## src/rtl/run_fsm_pkg.sv

```systemverilog
// Shared constants and helpers for the run-length detector.
package run_fsm_pkg;

    localparam logic [1:0] MODE_EITHER = 2'b00;
    localparam logic [1:0] MODE_ONES   = 2'b01;
    localparam logic [1:0] MODE_ZEROS  = 2'b10;
    localparam logic [1:0] MODE_OFF    = 2'b11;

    localparam int IDLE = 0;

    function automatic int stateWidth(input int runLen, input int onehot);
        return (onehot != 0) ? 2 * runLen + 1 : $clog2(2 * runLen + 1);
    endfunction

endpackage

```

## src/rtl/sat_counter.sv

```systemverilog
// Saturating up-counter; sticks at all-ones instead of wrapping.
module sat_counter #(
    parameter int CNT_W = 8
) (
    input  logic             clk,
    input  logic             reset,
    input  logic             inc,
    output logic [CNT_W-1:0] count
);

    always_ff @(posedge clk) begin
        if (reset)
            count <= '0;
        else if (inc && count != '1)
            count <= count + 1'b1;
    end

endmodule

```

## src/rtl/run_length_fsm.sv

```systemverilog
// Moore detector for RUN_LEN equal consecutive samples; the next-state logic works on a
// logical state index, wrapped by a one-hot or binary encode/decode layer.
module run_length_fsm
    import run_fsm_pkg::*;
#(
    parameter  int RUN_LEN = 4,
    parameter  int ONEHOT  = 1,
    parameter  int OVERLAP = 1,
    parameter  int CNT_W   = 8,
    localparam int SW      = stateWidth(RUN_LEN, ONEHOT)
) (
    input  logic             clk,
    input  logic             reset,
    input  logic             w,
    input  logic             en,
    input  logic [1:0]       mode,
    output logic             z,
    output logic [SW-1:0]    state,
    output logic [CNT_W-1:0] det_count
);

    localparam int IW = $clog2(2 * RUN_LEN + 1);
    localparam logic [IW-1:0] TERM_Z = IW'(RUN_LEN);
    localparam logic [IW-1:0] TERM_O = IW'(2 * RUN_LEN);
    localparam logic [SW-1:0] IDLE_ENC = (ONEHOT != 0) ? SW'(1) : SW'(IDLE);

    logic [SW-1:0] stateQ;
    logic [SW-1:0] nextState;
    logic [IW-1:0] curIdx;
    logic [IW-1:0] nextIdx;
    logic          illegal;
    logic          inc;

    function automatic logic hit(input logic [IW-1:0] idx, input logic [1:0] md);
        return (idx == TERM_Z && (md == MODE_EITHER || md == MODE_ZEROS)) ||
               (idx == TERM_O && (md == MODE_EITHER || md == MODE_ONES));
    endfunction

    generate
        if (ONEHOT != 0) begin : gOnehot
            always_comb begin
                curIdx  = '0;
                illegal = ($countones(stateQ) != 1);
                for (int k = 0; k < SW; k++)
                    if (stateQ[k]) curIdx = IW'(k);
            end
            always_comb begin
                nextState          = '0;
                nextState[nextIdx] = 1'b1;
            end
        end else begin : gBinary
            always_comb begin
                curIdx  = stateQ;
                illegal = (stateQ > SW'(2 * RUN_LEN));
            end
            assign nextState = nextIdx;
        end
    endgenerate

    // A polarity change, or leaving IDLE, always lands on run length 1.
    always_comb begin
        nextIdx = IW'(IDLE);
        if (!illegal) begin
            if (!w) begin
                if (curIdx >= IW'(1) && curIdx < TERM_Z)
                    nextIdx = curIdx + 1'b1;
                else if (curIdx == TERM_Z && OVERLAP != 0)
                    nextIdx = TERM_Z;
                else
                    nextIdx = IW'(1);
            end else begin
                if (curIdx > TERM_Z && curIdx < TERM_O)
                    nextIdx = curIdx + 1'b1;
                else if (curIdx == TERM_O && OVERLAP != 0)
                    nextIdx = TERM_O;
                else
                    nextIdx = TERM_Z + 1'b1;
            end
        end
    end

    always_ff @(posedge clk) begin
        if (reset)
            stateQ <= IDLE_ENC;
        else if (en)
            stateQ <= nextState;
    end

    // Staying in a terminal state under overlap is not a new detection.
    assign inc   = en && hit(nextIdx, mode) && (nextIdx != curIdx || illegal);
    assign z     = !illegal && hit(curIdx, mode);
    assign state = stateQ;

    sat_counter #(.CNT_W(CNT_W)) uCnt (
        .clk  (clk),
        .reset(reset),
        .inc  (inc),
        .count(det_count)
    );

endmodule

```

## config.mk

```make
export PLATFORM = sky130hd
export DESIGN_NAME = run_length_fsm
export DESIGN_NICKNAME = d
export VERILOG_FILES = /design/src/rtl/run_fsm_pkg.sv /design/src/rtl/sat_counter.sv /design/src/rtl/run_length_fsm.sv
export SDC_FILE = /design/constraint.sdc
export NUM_CORES = 1
export LEC_CHECK = 0
export CORE_UTILIZATION = 40
export CTS_BUF_LIST = sky130_fd_sc_hd__clkbuf_8
export DETAILED_ROUTE_END_ITERATION = 7
export HOLD_SLACK_MARGIN = 0.15
export MAX_ROUTING_LAYER = met4
export PLACE_DENSITY = 0.72
export SETUP_SLACK_MARGIN = 0.02
export SYNTH_ARGS = -nofsm -noshare
export SYNTH_HDL_FRONTEND = slang
export SYNTH_SLANG_ARGS = --single-unit
```

## constraint.sdc

```tcl
create_clock -name clk -period 6 [get_ports clk]
set_clock_uncertainty 0.1 [all_clocks]
set_input_delay 1.8 -clock clk [delete_from_list [all_inputs] [get_ports clk]]
set_output_delay 1.8 -clock clk [all_outputs]
set_load 0.01 [all_outputs]
```

==> results.py, run 1 <==
metrics = {
    "outcome": {
        "outcome": "complete, no violations",
    },
    "min_path": {
        "min_from": "uCnt.count[7]",
        "hold_path.class": "register to register",
        "hold_end": "uCnt.count[7]",
        "hold_path_depth": 2,
    },
    "critical_path": {
        "cp.required_ns": 4.10,
        "slowest_stage": "fa_1",
        "reg2reg_depth": 14,
        "r2r_start": "state[0]",
        "crit_chain": "inv_1, fa_1, fa_1, fa_1, fa_1, fa_1, nor3b_2, a31o_2, and2_1, dlymetal6s2s_1",
        "r2r_end": "uCnt.count[0]",
        "worstPathMaxFanout": 3,
        "cpMostUsedCell": "fa_1",
        "reg2reg_slack_ns": 1.19,
        "critPathKind": "register to primary output",
        "start_kind": "register",
        "crit_arrival_ns": 3.66,
        "critPathCaptureType": "primary output",
        "slowest_delay_ns": 0.55,
    },
    "synthesis": {
        "synth-main-ff-cell": "dfxtp_1",
        "ys_warn_count": 0,
        "synth-seq-area-share_pct": 24.6,
        "synth_xor_area_share_pct": 0,
        "synth_top_family_by_area": "simple AND/OR/NAND/NOR gates",
        "synth_fp_nets": 191,
        "ys_ff_latch": 17,
        "netlist_instances": 174,
        "netlist_area_um2": 1380,
        "synth_cell_types": 46,
        "syn_area_per_cell_um2": 7.95,
        "synth_edf_count": 0,
        "synthSimpleGateAreaFrac_pct": 28.5,
        "async_reset_ff_share_pct": 0,
        "synth-compound-area-share_pct": 25.6,
        "muxShareOfSynthArea_pct": 2.44,
        "synthAdderAreaFrac_pct": 12.7,
    },
    "routing": {
        "vias": 1400,
        "drc": 0,
        "wirelength_um": 3410,
        "post_drt_wl_per_cell_um": 14.0,
        "ant_nets": 0,
        "viasPerCell": 5.76,
        "drt-initial-drc-count": 86,
        "first_pass_iters": 4,
    },
    "grt": {
        "overflow": 0,
        "grt_pass1_wl_um": 5770,
        "grt_start_max_net_pins": 21,
        "grt_pass1_vias": 1318,
        "grt_usage_pct": 21.3,
        "antenna_found_initial": 0,
    },
    "layout": {
        "multiInputGateArea_um2": 968,
        "drive_gt1_share_pct": 10.1,
        "syn_to_final_growth_pct": 25.2,
        "fillCellCount": 318,
        "final_cells": 243,
        "final_cell_mix": "clkdlybuf4s50_1, inv_1, a21oi_1, dfxtp_1, nand2_1",
        "seqCellArea_um2": 342,
        "nets": 217,
        "final_common_cell": "clkdlybuf4s50_1",
        "antennaDiodeCount": 0,
    },
    "place": {
        "port_buffers": 23,
        "post-dp-hpwl_um": 2580,
        "dp.cells": 238,
        "globalplace.congestion": 0.950,
    },
    "floorplanning": {
        "core_area_um2": 3180,
        "die-area_um2": 3700,
        "die_h_um": 60.8,
        "die_w_um": 60.8,
        "row_count": 20,
        "start_util_pct": 43.5,
        "ios": 24,
    },
    "clock_tree": {
        "cts.hold.buffers_added": 0,
        "root_buffer": "clkbuf_8",
        "insertion_delay_ns": 0.25,
        "path_clk_slew_ns": 0.06,
        "ctsLongestPathBuffers": 2,
        "clock_sinks": 17,
        "numCtsBuffers": 3,
        "htreeDepth": 1,
        "cts_tree": "built",
    },
    "timing": {
        "min_period_ns": 5.56,
        "setup_violations": 0,
        "rsz0062_at_grt": "false",
        "maxClockFrequency_mhz": 180,
        "setup_tns_ns": 0,
        "finalHoldViolations": 0,
        "hold_slack_ns": 0.403,
        "max-slew-margin-rel_pct": 39.0,
        "min_period_over_period_pct": 92.6,
        "worst_pin_slew_ns": 0.904,
        "drv_slew": 0,
    },
    "power_and_ir_drop": {
        "ir_drop_uv": 216,
        "p_leak_nw": 0.655,
        "power_density_nw_per_um2": 467,
    },
    "run": {
        "drv_cap": 0,
    },
}
[logic make-up (layout without fill, tap and decap cells)]
group                      after synthesis  count (layout)
and+or+nand+nor                         71              71
adders and majority gates               11              11
muxes                                    3               3
DFF                                     17              17
AOI/OAI and AO/OA                       49              49
buffers and inverters                   23              48
[registers in the layout, indices dropped and copies added (netlist names)]
| signal | count |
|---|---|
| state | 9 |
| uCnt.count | 8 |
[timing repair]
action / in CTS / in global routing
setup buffers: 1 / 0
setup endpoints to repair: 1 / 1
pin swaps: 1 / 0
gates resized for setup: 0 / 4
endpoints found under the hold margin: 0 / 0
[critical path, delay by kind of cell, from the launching register on]
| kind | cells | cell delay, ns |
|---|---|---|
| AOI/OAI and AO/OA | 1 | 0.24 |
| adders and majority gates | 5 | 2.28 |
| buffers and inverters | 2 | 0.23 |
| DFF | 1 | 0.36 |
| and+or+nand+nor | 2 | 0.30 |
[power by group]
group	internal, mW	switching [mW]
Clock	0.0454	0.0390
Sequential	0.127	0.0188
Combinational	0.260	0.318
Total	0.433	0.376
[layout make-up]
class | count | share of cell area [%]
multi-input combinational | 134 | 55.9
sequential | 17 | 19.7
timing repair buffer | 26 | 14.7
inverter | 18 | 3.90
tap | 44 | 3.18
clock buffer | 3 | 2.38
clock inverter | 1 | 0.217
[synth_stat cells, types with 2 or more instances]
cell type | count | share of area, %
dfxtp_1 | 17 | 25
inv_1 | 17 | 4.6
a21oi_1 | 16 | 5.8
nand2_1 | 13 | 3.5
nor2_1 | 11 | 3.0
nand3_1 | 8 | 2.9
nor2b_1 | 7 | 3.2
ha_1 | 6 | 5.4
clkbuf_1 | 5 | 1.4
fa_1 | 5 | 7.2
o21ai_0 | 5 | 1.8
nand4_1 | 4 | 1.8
or3_1 | 4 | 1.8
a22oi_1 | 3 | 1.6
and2_1 | 3 | 1.4
and3_1 | 3 | 1.4
mux2_2 | 3 | 2.4
nand2b_1 | 3 | 1.4
nor3_1 | 3 | 1.1
o311ai_0 | 3 | 1.9
o31ai_1 | 3 | 1.6
a211oi_1 | 2 | 1.1
nor3b_1 | 2 | 1.1
nor4_1 | 2 | 0.90
nor4bb_1 | 2 | 1.4
o211ai_1 | 2 | 1.1
or2_2 | 2 | 0.90
or4_1 | 2 | 1.1
[worst max-delay path by stage]
stage / from / end / slack [ns]
after global routing: state[0] / z / 0.27
after global placement: state[3] / z / 0.26
after CTS: state[0] / z / 0.05
after floorplan: state[8] / z / 0.75
final: state[0] / z / 0.44
after detailed placement: state[0] / z / 0.21
[stage by stage]
stage | utilization, % | instance area, µm² | power, mW | worst slack [ns]
global route | 54.5 | 1730 | 0.883 | 0.275
detailed placement | 52.4 | 1670 | 0.679 | 0.206
global placement | 52.4 | 1670 | 0.672 | 0.265
finish | 54.5 | 1730 | 0.809 | 0.443
CTS | 54.1 | 1720 | 0.788 | 0.0500
floorplan | - | 1380 | 0.552 | 0.750
[per-layer routing]
metal  GRT usage, %  part of all wire (%)  vias up
met5              -                     0        -
met4           8.77                   2.1        0
met3           1.92                   3.1        6
met2           33.6                    47       34
met1           28.1                    47      667
li1               -                     -      693
Power figures use the tool's default switching activity.
==> inputs of run 2 (changes only) <==
Settings changed: ABC_CLOCK_PERIOD_IN_PS set to 6000.
==> results of run 2 <==
Final layout, timing and power as in run 1 (identical DEF).
